$ cat config.mk
export PLATFORM = sky130hd
export DESIGN_NAME = uart_frame_tx
export DESIGN_NICKNAME = d
export VERILOG_FILES = /design/src/rtl/uart_frame_pkg.sv /design/src/rtl/uart_frame_buf.sv /design/src/rtl/uart_frame_tx.sv
export SDC_FILE = /design/constraint.sdc
export NUM_CORES = 1
export LEC_CHECK = 0
export BUFFER_PORTS_ARGS = -buffer_cell sky130_fd_sc_hd__buf_2
export CORE_ASPECT_RATIO = 0.5
export CORE_UTILIZATION = 60
export DETAILED_ROUTE_END_ITERATION = 12
export GPL_TIMING_DRIVEN = 0
export PLACE_DENSITY = 0.77
export SLEW_MARGIN = 10
export SYNTH_ARGS = -nofsm -noshare
export SYNTH_HDL_FRONTEND = slang
export SYNTH_SLANG_ARGS = --single-unit
$ cat constraint.sdc
create_clock -name clk -period 4.16 [get_ports clk]
set_input_delay 0 -clock clk [delete_from_list [all_inputs] [get_ports clk]]
set_output_delay 0 -clock clk [all_outputs]
set_load 0.03 [all_outputs]
$ cat src/rtl/uart_frame_pkg.sv
// rtl/uart_frame_pkg.sv - shared state encoding and constants for the framing UART transmitter
package uart_frame_pkg;

  localparam logic [7:0] DEFAULT_SOF = 8'hAA;

  typedef enum logic [2:0] {
    ST_FILL = 3'd0,
    ST_SOF  = 3'd1,
    ST_LEN  = 3'd2,
    ST_PAY  = 3'd3,
`ifdef UART_FRAME_CHKSUM_EN
    ST_CHK  = 3'd4,
`endif
    ST_DONE = 3'd5
  } state_e;

  function automatic int unsigned buf_addr_w(input int unsigned depth);
    return (depth > 1) ? $clog2(depth) : 1;
  endfunction

endpackage

$ cat src/rtl/uart_frame_buf.sv
// rtl/uart_frame_buf.sv - payload register file, synchronous write and asynchronous read
module uart_frame_buf #(
  parameter int unsigned DEPTH = 16,
  parameter int unsigned AW    = 4
) (
  input  logic          clk_i,
  input  logic          we_i,
  input  logic [AW-1:0] waddr_i,
  input  logic [7:0]    wdata_i,
  input  logic [AW-1:0] raddr_i,
  output logic [7:0]    rdata_o
);

  logic [7:0] mem_q [DEPTH];

  always_ff @(posedge clk_i) begin
    if (we_i) begin
      mem_q[waddr_i] <= wdata_i;
    end
  end

  assign rdata_o = mem_q[raddr_i];

endmodule

$ cat src/rtl/uart_frame_tx.sv
// rtl/uart_frame_tx.sv - buffers one payload frame and writes SOF, LEN, payload to a UART TX FIFO
// Define UART_FRAME_CHKSUM_EN to append the mod-256 checksum of LEN and payload.
module uart_frame_tx
  import uart_frame_pkg::*;
#(
  parameter int unsigned MAX_LEN = 16,
  parameter logic [7:0]  SOF     = DEFAULT_SOF
) (
  input  logic       clk,
  input  logic       rst,
  input  logic [7:0] in_data,
  input  logic       in_valid,
  input  logic       in_last,
  output logic       in_ready,
  input  logic       tx_full,
  output logic       wr_uart,
  output logic [7:0] w_data,
  output logic       busy,
  output logic       frame_done,
  output logic       ovf
);

  localparam int unsigned AW        = buf_addr_w(MAX_LEN);
  localparam logic [7:0]  MAX_LEN_B = 8'(MAX_LEN);

  state_e     state_q, state_d;
  logic [7:0] cnt_q, cnt_d;
  logic [7:0] idx_q, idx_d;
  logic       trunc_q, trunc_d;
  logic       buf_we;
  logic [7:0] rd_data;
`ifdef UART_FRAME_CHKSUM_EN
  logic [7:0] chk_q, chk_d;
`endif

  uart_frame_buf #(
    .DEPTH (MAX_LEN),
    .AW    (AW)
  ) u_buf (
    .clk_i   (clk),
    .we_i    (buf_we),
    .waddr_i (cnt_q[AW-1:0]),
    .wdata_i (in_data),
    .raddr_i (idx_q[AW-1:0]),
    .rdata_o (rd_data)
  );

  always_ff @(posedge clk) begin
    if (rst) begin
      state_q <= ST_FILL;
      cnt_q   <= 8'd0;
      idx_q   <= 8'd0;
      trunc_q <= 1'b0;
`ifdef UART_FRAME_CHKSUM_EN
      chk_q   <= 8'd0;
`endif
    end else begin
      state_q <= state_d;
      cnt_q   <= cnt_d;
      idx_q   <= idx_d;
      trunc_q <= trunc_d;
`ifdef UART_FRAME_CHKSUM_EN
      chk_q   <= chk_d;
`endif
    end
  end

  always_comb begin
    state_d    = state_q;
    cnt_d      = cnt_q;
    idx_d      = idx_q;
    trunc_d    = trunc_q;
`ifdef UART_FRAME_CHKSUM_EN
    chk_d      = chk_q;
`endif
    in_ready   = 1'b0;
    wr_uart    = 1'b0;
    w_data     = 8'h00;
    busy       = 1'b0;
    frame_done = 1'b0;
    ovf        = 1'b0;
    buf_we     = 1'b0;

    // Outputs are held quiet while rst is high so a mid-frame reset cannot leak a write.
    if (!rst) begin
      busy = (state_q != ST_FILL) || (cnt_q != 8'd0);
      case (state_q)
        ST_FILL: begin
          in_ready = 1'b1;
          if (in_valid) begin
            if (cnt_q < MAX_LEN_B) begin
              buf_we = 1'b1;
              cnt_d  = cnt_q + 8'd1;
            end else begin
              trunc_d = 1'b1;
            end
            if (in_last) begin
              state_d = ST_SOF;
            end
          end
        end
        ST_SOF: begin
          w_data  = SOF;
          wr_uart = !tx_full;
          if (wr_uart) begin
            state_d = ST_LEN;
          end
        end
        ST_LEN: begin
          w_data  = cnt_q;
          wr_uart = !tx_full;
          if (wr_uart) begin
`ifdef UART_FRAME_CHKSUM_EN
            chk_d = cnt_q;
`endif
            state_d = ST_PAY;
          end
        end
        ST_PAY: begin
          w_data  = rd_data;
          wr_uart = !tx_full;
          if (wr_uart) begin
`ifdef UART_FRAME_CHKSUM_EN
            chk_d = chk_q + rd_data;
`endif
            if (idx_q == cnt_q - 8'd1) begin
`ifdef UART_FRAME_CHKSUM_EN
              state_d = ST_CHK;
`else
              state_d = ST_DONE;
`endif
            end else begin
              idx_d = idx_q + 8'd1;
            end
          end
        end
`ifdef UART_FRAME_CHKSUM_EN
        ST_CHK: begin
          w_data  = chk_q;
          wr_uart = !tx_full;
          if (wr_uart) begin
            state_d = ST_DONE;
          end
        end
`endif
        ST_DONE: begin
          frame_done = 1'b1;
          ovf        = trunc_q;
          cnt_d      = 8'd0;
          idx_d      = 8'd0;
          trunc_d    = 1'b0;
`ifdef UART_FRAME_CHKSUM_EN
          chk_d      = 8'd0;
`endif
          state_d    = ST_FILL;
        end
        default: begin
          state_d = ST_FILL;
        end
      endcase
    end
  end

endmodule

==> run metrics, run 1 <==
status=complete, no violations; fin. max-slew vios=0; Async S/R FF share, synth=0; R2R Setup Slk=1.06 ns; dominant cell type by area after synthesis=edfxtp_1; Clock Skew=0.0101 ns; I/O Pins=26; Pre-antenna DRT Iters=5; worst slew pin tran=0.862 ns; sequential cell area fraction in the yosys report=0.677; clock sinks=152; P_leak=2.44 nW; n_diodes=0; GR Util All Layers=0.262; Distinct cells, synth=43; Max Cap Violations=0; worst hold endpoint=state_q[1]$_SDFFE_PP0P_; Area Growth Syn to Fin=16.1%; final setup fails=0; Final #Nets=475; setup tns final=0 ns; cts repair resizes=0; PD cells=458 nW/um2; Yosys top cell area share=0.602; H-Tree Depth=4; R2R depth=6; Hold Path Stages=3; wire length per cell=22.1 um; fraction of layout cells with a size suffix above 1=0.232; min-delay worst type=in -> reg; FMAX=0.322 GHz; fin crit period=3.10 ns; Setup CP Type=reg -> reg; Period Utilization, post-route=0.746; critical path peak fanout=9; CP endpoint kind=register; starting density of the core=0.621; Root Buffer=clkbuf_16; Cells after Synth=400; fill count=623; Post-Synthesis Cell Area=6390 um2; Synth Area per Inst=16.0 um2; vias in the first global route=3,650; CP arrival=3.14 ns; CTS Buf Count=17; Placer Congestion=0.961; die area=11,100 um2; Die Y=75.0 um; RSZ-0062 raised after global routing=false; Port-buffer cells=25; Placed Instance Area=6690 um2; Mapped Nets=418; Via-to-Cell Ratio=6.37; Seq cells post-synth=152; synthesis warning total=0; grt ovf=0; placed wire-length estimate=8.54 mm; fin area=7410 um2; antenna violations before repair=0; CTS clock-pin slew for the worst setup and hold paths=0.06 ns; Worst slew margin=0.423; synth top area cells=edfxtp_1 60%, mux4_2 13%, dfxtp_1 7.5%, nor2_1 2.3%, mux2i_1 1.6%; Cell Rows=26; Initial DRC Count=517; largest net degree at the start of global routing=17; core region area=10,300 um2; worst vdd ir=0.000221 V; worst r2r src=cnt_q[4]$_SDFFE_PP0P_; Hold Startpoint=tx_full; die width=148 um; Startpoint Class=register; number of synthesized flops with an enable pin=128; Routed Antenna Nets=0; global-route wire length before repair=20.4 mm; TritonCTS clock tree=done; fin util=0.721; via count=3,880; Longest Clk Path Bufs=2; Total Wirelength=13.4 mm; Reg-to-Reg End=u_buf.mem_q[3][7]$_DFFE_PP_; residual DRC count=0; Post-synth top flop=edfxtp_1; final hold violations=0; critical path data required time=4.20 ns; clk_lat worst skew=0.42 ns
==> state kept, by name, summed over array words and instances, names as in the netlist, named ones only <==
signal       flops
idx_q            8
u_buf.mem_q    128
state_q          3
cnt_q            8
trunc_q          1
==> critical path: stages (launching register included) <==
cell and delay (ns):
dfxtp_1 0.29, clkbuf_1 0.21, nor4_1 0.66, nand3_1 0.31, nor2_1 0.32, nand2_1 0.22, nor2_1 0.71
==> routing by layer <==
metal / wire length, um / GRT usage / vias up / part of all wire
li1: - / - / 1681 / -
met1: 5830 / 0.368 / 1960 / 0.43
met2: 6220 / 0.415 / 210 / 0.46
met3: 1140 / 0.0564 / 29 / 0.085
met4: 248 / 0.101 / 0 / 0.018
met5: 0 / 0 / - / 0
==> cell usage after synthesis (all sizes together) (2+ instances only) <==
library cell,number
nand3b,2
xor2,6
a21oi,20
or3,7
dfxtp,24
nor2b,5
mux2i,10
and3,6
nor2,39
clkbuf,12
inv,4
ha,5
nor3b,3
nand2b,4
nand4,3
nand2,14
edfxtp,128
buf,13
mux4,36
nor3,4
a31oi,6
or2,2
nor4,3
xnor2,5
and2,3
nand3,9
o21ai,14
a211oi,4
==> through the flow <==
stage | std cells | hold slack (ns) | power, mW | worst slack (ns)
CTS | 609 | 0.0685 | 3.40 | 1.07
finish | 609 | 0.0839 | 3.40 | 1.06
detailed placement | 565 | 0.290 | 1.85 | 1.08
global route | 609 | 0.0985 | 3.47 | 0.716
floorplan | 400 | 0.0989 | 1.79 | 1.81
global placement | 565 | 0.275 | 1.84 | 1.18
==> worst max path at each step <==
stage                                     start                          end  slack (ns)  depth (start not counted)
after floorplan           cnt_q[4]$_SDFFE_PP0P_  u_buf.mem_q[0][0]$_DFFE_PP_        1.81                          6
after global placement    cnt_q[4]$_SDFFE_PP0P_  u_buf.mem_q[3][5]$_DFFE_PP_        1.18                          6
after detailed placement  cnt_q[4]$_SDFFE_PP0P_  u_buf.mem_q[3][5]$_DFFE_PP_        1.08                          6
after CTS                 cnt_q[4]$_SDFFE_PP0P_  u_buf.mem_q[3][7]$_DFFE_PP_        1.07                          6
after global routing      cnt_q[5]$_SDFFE_PP0P_  u_buf.mem_q[3][7]$_DFFE_PP_        0.72                          6
final                     cnt_q[4]$_SDFFE_PP0P_  u_buf.mem_q[3][7]$_DFFE_PP_        1.06                          6
==> power breakdown <==
group	switching (mW)	internal, mW	total (mW)
clock	0.622	0.949	1.57
sequential	0.00928	1.66	1.67
combinational	0.0966	0.0595	0.156
total	0.728	2.67	3.40
==> cell usage in the layout (no fill, tap or decap), drive strengths merged, types with 4 or more instances in the layout <==
master         n
buf           38
clkbuf        30
inv            9
o21ai         14
a211oi         4
a31oi          6
a21oi         20
edfxtp       128
nand2b         4
nor2          39
nand3          9
nand2         14
mux2i         10
nor2b          5
dlygate4sd3   13
mux4          36
dfxtp         24
xnor2          5
nor3           4
ha             5
and3           6
xor2           6
or3            7
==> cell families after synthesis <==
| kind of cell | share of synthesized area |
|---|---|
| muxes | 0.143 |
| and+or+nand+nor | 0.0852 |
| buffers and inverters | 0.0225 |
| DFF | 0.677 |
| adders and majority gates | 0.00980 |
| AOI/OAI and AO/OA | 0.0476 |
| xor gates and xnor gates | 0.0151 |
==> area by class of cell <==
class / instances / area, um2 / share of cell area
buffer: 25 / 129 / 0.0174
clock buffer: 18 / 429 / 0.0579
clock inverter: 13 / 169 / 0.0228
inverter: 4 / 15.0 / 0.00202
multi-input combinational: 219 / 1920 / 0.259
sequential: 152 / 4320 / 0.583
tap: 140 / 175 / 0.0236
timing repair buffer: 38 / 255 / 0.0344
==> what timing repair did <==
action,CTS,global route
hold endpoints to repair,131,0
hold buffers,13,0
endpoints found under the setup margin,0,0
setup buffers,0,0
Power figures use the tool's default switching activity.
==> inputs of run 2 (changes only) <==
Settings changed: ABC_AREA set to 1.
Clock period 4.16 ns to 3.03 ns, I/O delays scaled along.
==> run 2 against run 1 <==
Non-clock buffer count shrank 3. Clock power grew 31%. Combinational power grew to 5.3 times the previous value. Largest cell class unchanged. Global-route usage grew 5.9 points.
==> run metrics, run 2 <==
Die Y=76.8 um (was 75.0 um); Final #Nets=696 (was 475); Reg-to-Reg End=u_buf.mem_q[6][0]$_DFFE_PP_ (was u_buf.mem_q[3][7]$_DFFE_PP_); Post-CTS Setup Bufs=0 (unchanged); worst setup margin=0.168 ns (was 1.06 ns); Total Wirelength=17.6 mm (was 13.4 mm); antenna violations before repair=0 (unchanged); starting density of the core=0.638 (was 0.621); R2R depth=7 (was 6); Distinct cells, synth=36 (was 43); Period Utilization, post-route=0.945; Pre-antenna DRT Iters=5 (unchanged); Worst Setup EP=w_data[6] (was u_buf.mem_q[3][7]$_DFFE_PP_); Via-to-Cell Ratio=6.21 (was 6.37); setup tns final=0 ns (unchanged); CP arrival=2.86 ns (was 3.14 ns); met3 routed WL=2.22 mm (was 1.14 mm); Cell Rows=26 (unchanged); P_leak=2.69 nW (was 2.44 nW); CTS clock-pin slew for the worst setup and hold paths=0.06 ns (about the same); Synth Area per Inst=10.7 um2 (was 16.0 um2); Area Growth Syn to Fin=13.9% (was 16.1%); Layout Cells excl Fill=831 (was 609); most numerous cell in the Yosys netlist=nor2_1 (was edfxtp_1); Yosys top cell area share=0.572 (was 0.602); Clock Skew=0.00675 ns (was 0.0101 ns); clock sinks=152 (unchanged); Mapped Nets=645 (was 418); Port-buffer cells=25 (unchanged); Worst slew margin=0.461 (was 0.423); CP endpoint kind=primary output (was register); fin. max-slew vios=0 (unchanged); placed insts=792 (was 565); final hold violations=0 (unchanged); commonest non-fill, non-tap cells in the layout=130 x nor2_1, 128 x edfxtp_1, 78 x nand2_1 (was 128 x edfxtp_1, 39 x nor2_1, 36 x mux4_2); fin crit period=2.86 ns; sequential cell area fraction in the yosys report=0.643 (was 0.677); RSZ-0062 raised after global routing=false (unchanged); Slowest-stage cell, CP=clkbuf_1 (was nor2_1); M1 wire length=7.02 mm (was 5.83 mm); via count=5,164 (was 3,880); n_diodes=0 (unchanged); WL met2=7.79 mm (was 6.22 mm); fraction of layout cells with a size suffix above 1=0.155 (was 0.232); Max Cap Violations=0 (unchanged); grt ovf=0 (unchanged); synthesis warning total=0 (unchanged); global-route wire length before repair=26.6 mm (was 20.4 mm); Seq cells post-synth=152 (unchanged); dominant cell type by area after synthesis=edfxtp_1 (unchanged); most common cell after layout, fill and taps aside=nor2_1 (was edfxtp_1); worst vdd ir=0.000493 V (was 0.000221 V); FMAX=0.349 GHz; GR Util All Layers=0.321 (was 0.262); vias in the first global route=4,865 (was 3,650); Top reg by flops=u_buf.mem_q (unchanged); Root Buffer=clkbuf_16 (unchanged); PD cells=685 nW/um2 (was 458 nW/um2); worst slew pin tran=0.805 ns (was 0.862 ns); synth top area cells=edfxtp_1 57%, nor2_1 7.3%, dfxtp_1 7.1%, o21ai_0 5.4%, nand2_1 4.4% (was edfxtp_1 60%, mux4_2 13%, dfxtp_1 7.5%, nor2_1 2.3%, mux2i_1 1.6%); core region area=10,500 um2 (was 10,300 um2); placed wire-length estimate=11.4 mm (was 8.54 mm); highest metal layer with signal wires=met4 (unchanged); die width=152 um (was 148 um); wire length per cell=21.2 um (was 22.1 um); fin util=0.726 (was 0.721); clk_lat worst skew=0.42 ns (about the same); Top Family by Delay on Critical Path=compound AO/OA/AOI/OAI gates (was simple AND/OR/NAND/NOR gates); die area=11,700 um2 (was 11,100 um2); critical path depth=10 (was 6); Routed Antenna Nets=0 (unchanged); number of synthesized flops with an enable pin=128 (unchanged); CTS Buf Count=17 (unchanged); Hold Slack=0.0193 ns (was 0.0839 ns); delay of the slowest critical-path stage=0.41 ns (was 0.71 ns); biggest regs=u_buf.mem_q: 128 flops, cnt_q: 8 flops, idx_q: 8 flops (unchanged); WP buf/inv=4 (was 1); R2R Setup Slk=0.28 ns (was 1.06 ns); Cells after Synth=627 (was 400); min-delay worst type=in -> reg (unchanged); H-Tree Depth=4 (unchanged); Post-Place Worst Slack=0.371 ns (was 1.08 ns); Commonest cells post-synth=130 x nor2_1, 128 x edfxtp_1, 78 x nand2_1 (was 128 x edfxtp_1, 39 x nor2_1, 36 x mux4_2); TritonCTS clock tree=done (unchanged); Startpoint Class=register (unchanged); Async S/R FF share, synth=0 (unchanged); status=complete, no violations (unchanged); fill count=724 (was 623); I/O Pins=26 (unchanged); final setup fails=0 (unchanged); Longest Clk Path Bufs=2 (unchanged); Post-Synthesis Cell Area=6720 um2 (was 6390 um2); largest net degree at the start of global routing=17 (unchanged); Cell Chain, Critical Path=buf_2 > inv_1 > clkbuf_1 > o21ai_0 > o211ai_1 > nand2_1 > o22ai_1 > nand2_1 > a21oi_1 > buf_2 (was clkbuf_1 > nor4_1 > nand3_1 > nor2_1 > nand2_1 > nor2_1); residual DRC count=0 (unchanged); Setup CP Type=reg -> out (was reg -> reg); critical path peak fanout=10 (was 9); Post-synth top flop=edfxtp_1 (unchanged); Placer Congestion=0.960 (was 0.961); Initial DRC Count=576 (was 517); max reg flops=128 (unchanged); worst r2r src=state_q[0]$_SDFFE_PP0P_ (was cnt_q[4]$_SDFFE_PP0P_); critical path data required time=3.03 ns (was 4.20 ns)
run 2: cell count changes in the layout (fill, tap and decap cells not counted), moves of 7 or more:
cell and change:
or3_1 -7, nand3_1 +14, o21ai_1 -9, nor2_1 +91, buf_2 +7, o211ai_1 +16
o22ai_1 +12, inv_1 +21, mux2i_1 -10, mux4_2 -36, inv_2 +9, nand2_1 +64
o21ai_0 +71
run 2: layout make-up:
cell class                      instances  area [um2]  share of cell area
Tap cell                              140         175              0.0229
Clock buffer                           17         425              0.0556
Timing Repair Buffer                   32         195              0.0255
Buffer                                 28         129              0.0168
Inverter                               34         128              0.0167
Clock inverter                         15         141              0.0185
Sequential cell                       152        4320               0.565
Multi-Input combinational cell        413        2140               0.279
run 2: logic make-up after synthesis:
logic type,after synthesis,share of synthesized area
and+or+nand+nor,263,0.176
xor gates and xnor gates,8,0.0127
AOI/OAI and AO/OA,137,0.121
adders and majority gates,5,0.00931
DFF,152,0.643
buffers and inverters,62,0.0382
run 2: what timing repair did:
| item | in CTS | in global routing |
|---|---|---|
| hold buffers | 6 | 1 |
| resized for setup | 0 | 0 |
| hold endpoints to repair | 78 | 1 |
run 2: worst min path at each step:
stage	startpoint	endpoint	slack [ns]	cells after the start
after floorplan	in_data[0]	u_buf.mem_q[0][0]$_DFFE_PP_	0.1	0
after global placement	tx_full	wr_uart	0.35	3
after detailed placement	tx_full	wr_uart	0.35	3
after CTS	in_data[3]	u_buf.mem_q[6][3]$_DFFE_PP_	0.0006	1
after global routing	in_data[5]	u_buf.mem_q[5][5]$_DFFE_PP_	0.02	1
final	in_valid	cnt_q[6]$_SDFFE_PP0P_	0.02	4
run 2: routing by layer:
metal	up-vias	track usage
li1	2319	-
met1	2410	0.432
met2	378	0.482
met3	57	0.100
met4	0	0.139
met5	-	0
run 2: where the power goes:
group | switching, mW | total (mW) | internal (mW)
Clock | 0.902 | 2.05 | 1.15
Combinational | 0.590 | 0.820 | 0.229
Sequential | 0.0465 | 2.37 | 2.33
run 2: worst min-delay path: cells and delay by family:
family | cells | cell delay (ns)
buffers and inverters | 2 | 0.15
and+or+nand+nor | 2 | 0.23
run 2: stage by stage:
step                total power [mW]  cell area [um2]
detailed placement              3.19             7020
global route                    5.39             7660
CTS                             5.21             7650
finish                          5.24             7660
global placement                3.18             7020
floorplan                       2.97             6720
==> inputs of run 3 (changes only) <==
Settings changed: BUFFER_PORTS_ARGS -buffer_cell sky130_fd_sc_hd__buf_2 to -buffer_cell sky130_fd_sc_hd__buf_4, CTS_BUF_LIST set to sky130_fd_sc_hd__clkbuf_8.
==> run 3 against run 2 <==
Final cell count is 0.48% higher. Cell area is 0.88% lower. Clock power is 26% lower. Power is 9.8% lower. Worst hold slack better by 0.027 ns. Fmax is 1.7% higher. Die area stayed put. Count of clock-buffer cells in the layout stayed put. Wire length is 3.3% lower. Non-clock buffer count is 5 higher. Largest power group unchanged.
==> run metrics, run 3 (synthesized netlist as in run 2, its figures left out) <==
CTS Buf Count=17 (unchanged); antenna violations before repair=0 (unchanged); core region area=10,500 um2 (unchanged); CTS clock-pin slew for the worst setup and hold paths=0.08 ns (was 0.06 ns); vias in the first global route=4,892 (was 4,865); die width=152 um (unchanged); Max Cap Violations=0 (unchanged); starting density of the core=0.638 (unchanged); Initial DRC Count=593 (was 576); global-route wire length before repair=26.5 mm (was 26.6 mm); Setup CP Type=reg -> out (unchanged); fraction of layout cells with a size suffix above 1=0.154 (was 0.155); CP endpoint kind=primary output (unchanged); Clock Skew=0.0106 ns (was 0.00675 ns); most common cell after layout, fill and taps aside=nor2_1 (unchanged); FF+latch area=4320 um2 (unchanged); fin. max-slew vios=0 (unchanged); placed insts=792 (unchanged); final hold violations=0 (unchanged); PD cells=623 nW/um2 (was 685 nW/um2); via count=5,039 (was 5,164); Cell Rows=26 (unchanged); fin area=7590 um2 (was 7660 um2); area occupied by multi-input gates=2140 um2 (unchanged); Period Utilization, post-route=0.929 (was 0.945); Startpoint Class=register (unchanged); clock sinks=152 (unchanged); fin crit period=2.81 ns (was 2.86 ns); Worst slew margin=0.406 (was 0.461); grt ovf=0 (unchanged); Pre-antenna DRT Iters=6 (was 5); clk_lat worst skew=0.46 ns (was 0.42 ns); FMAX=0.355 GHz (was 0.349 GHz); Placer Congestion=0.940 (was 0.960); placed wire-length estimate=11.4 mm (about the same); critical path data required time=3.03 ns (about the same); Port-buffer cells=25 (unchanged); fill count=721 (was 724); Root Buffer=clkbuf_8 (was clkbuf_16); commonest non-fill, non-tap cells in the layout=130 x nor2_1, 128 x edfxtp_1, 78 x nand2_1 (unchanged); Final #Nets=701 (was 696); setup tns final=0 ns (unchanged); P_leak=2.64 nW (was 2.69 nW); RSZ-0062 raised after global routing=false (unchanged); Layout Cells excl Fill=835 (was 831); n_diodes=0 (unchanged); Area Growth Syn to Fin=12.9% (was 13.9%); residual DRC count=0 (unchanged); wire length per cell=20.4 um (was 21.2 um); TritonCTS clock tree=done (unchanged); worst vdd ir=0.000404 V (was 0.000493 V); Top reg by flops=u_buf.mem_q (unchanged); Placed Instance Area=7080 um2 (was 7020 um2); min-delay worst type=in -> reg (unchanged); critical path peak fanout=10 (unchanged); Total Wirelength=17.0 mm (was 17.6 mm); die area=11,700 um2 (unchanged); Die Y=76.8 um (unchanged); biggest regs=u_buf.mem_q: 128 flops, cnt_q: 8 flops, idx_q: 8 flops (unchanged); Routed Antenna Nets=0 (unchanged); largest net degree at the start of global routing=17 (unchanged); Hold Slack=0.0461 ns (was 0.0193 ns); max reg flops=128 (unchanged); status=complete, no violations (unchanged); worst slew pin tran=0.887 ns (was 0.805 ns); CP arrival=2.81 ns (was 2.86 ns); GR Util All Layers=0.322 (was 0.321); I/O Pins=26 (unchanged); Via-to-Cell Ratio=6.03 (was 6.21); final setup fails=0 (unchanged); Longest Clk Path Bufs=2 (unchanged); H-Tree Depth=4 (unchanged)
## run 3: power breakdown
part	internal, mW	switching (mW)	total, mW
clock network	0.733	0.786	1.52
logic	0.258	0.588	0.846
registers	2.32	0.0442	2.37
## run 3: what timing repair did
action | 4_1_cts | 5_1_grt
setup endpoints to repair | 0 | 1
hold endpoints to repair | 135 | 0
buffers inserted | 0 | 0
resized for setup | 0 | 2
hold buffers | 12 | 0
## run 3: final cells by class
cell class              instances  share of cell area
inverters                      34              0.0168
multi-input cells             413               0.282
repair buffers                 37              0.0406
clock inverters                14              0.0199
flip-flops and latches        152               0.570
clock buffers                  17              0.0308
well taps                     140              0.0231
plain buffers                  28              0.0171
## run 3: worst paths after layout
path                              start                 endpoint  slack (ns)  depth (start not counted)
hold / removal                  in_last  state_q[0]$_SDFFE_PP0P_        0.05                          6
hold reg to reg    trunc_q$_SDFFE_PP0P_     trunc_q$_SDFFE_PP0P_        0.49                          2
setup reg to reg  cnt_q[0]$_SDFFE_PP0P_  state_q[1]$_SDFFE_PP0P_        0.33                         15
setup / recovery               register                w_data[0]        0.22                          8
## run 3: stage by stage
step           total power [mW]   util  setup WS [ns]
3_3_place_gp               3.20  0.672          0.501
2_1_floorplan              2.97      -           1.11
4_1_cts                    4.71  0.720          0.225
5_1_grt                    4.89  0.720         0.0638
3_5_place_dp               3.22  0.672          0.453
6_report                   4.73  0.720          0.216
## run 3: per-layer routing
layer	track usage	up-vias	part of all wire
li1	-	2324	-
met1	0.441	2338	0.40
met2	0.469	334	0.43
met3	0.109	43	0.14
met4	0.134	0	0.028
met5	0	-	0
## run 3: worst max-delay path: stages (launching register included)
cell	delay (ns)
dfxtp_1	0.30
buf_2	0.20
inv_1	0.23
clkbuf_1	0.52
o21ai_0	0.27
o21ai_1	0.34
nand2_1	0.10
a21oi_1	0.20
buf_4	0.20
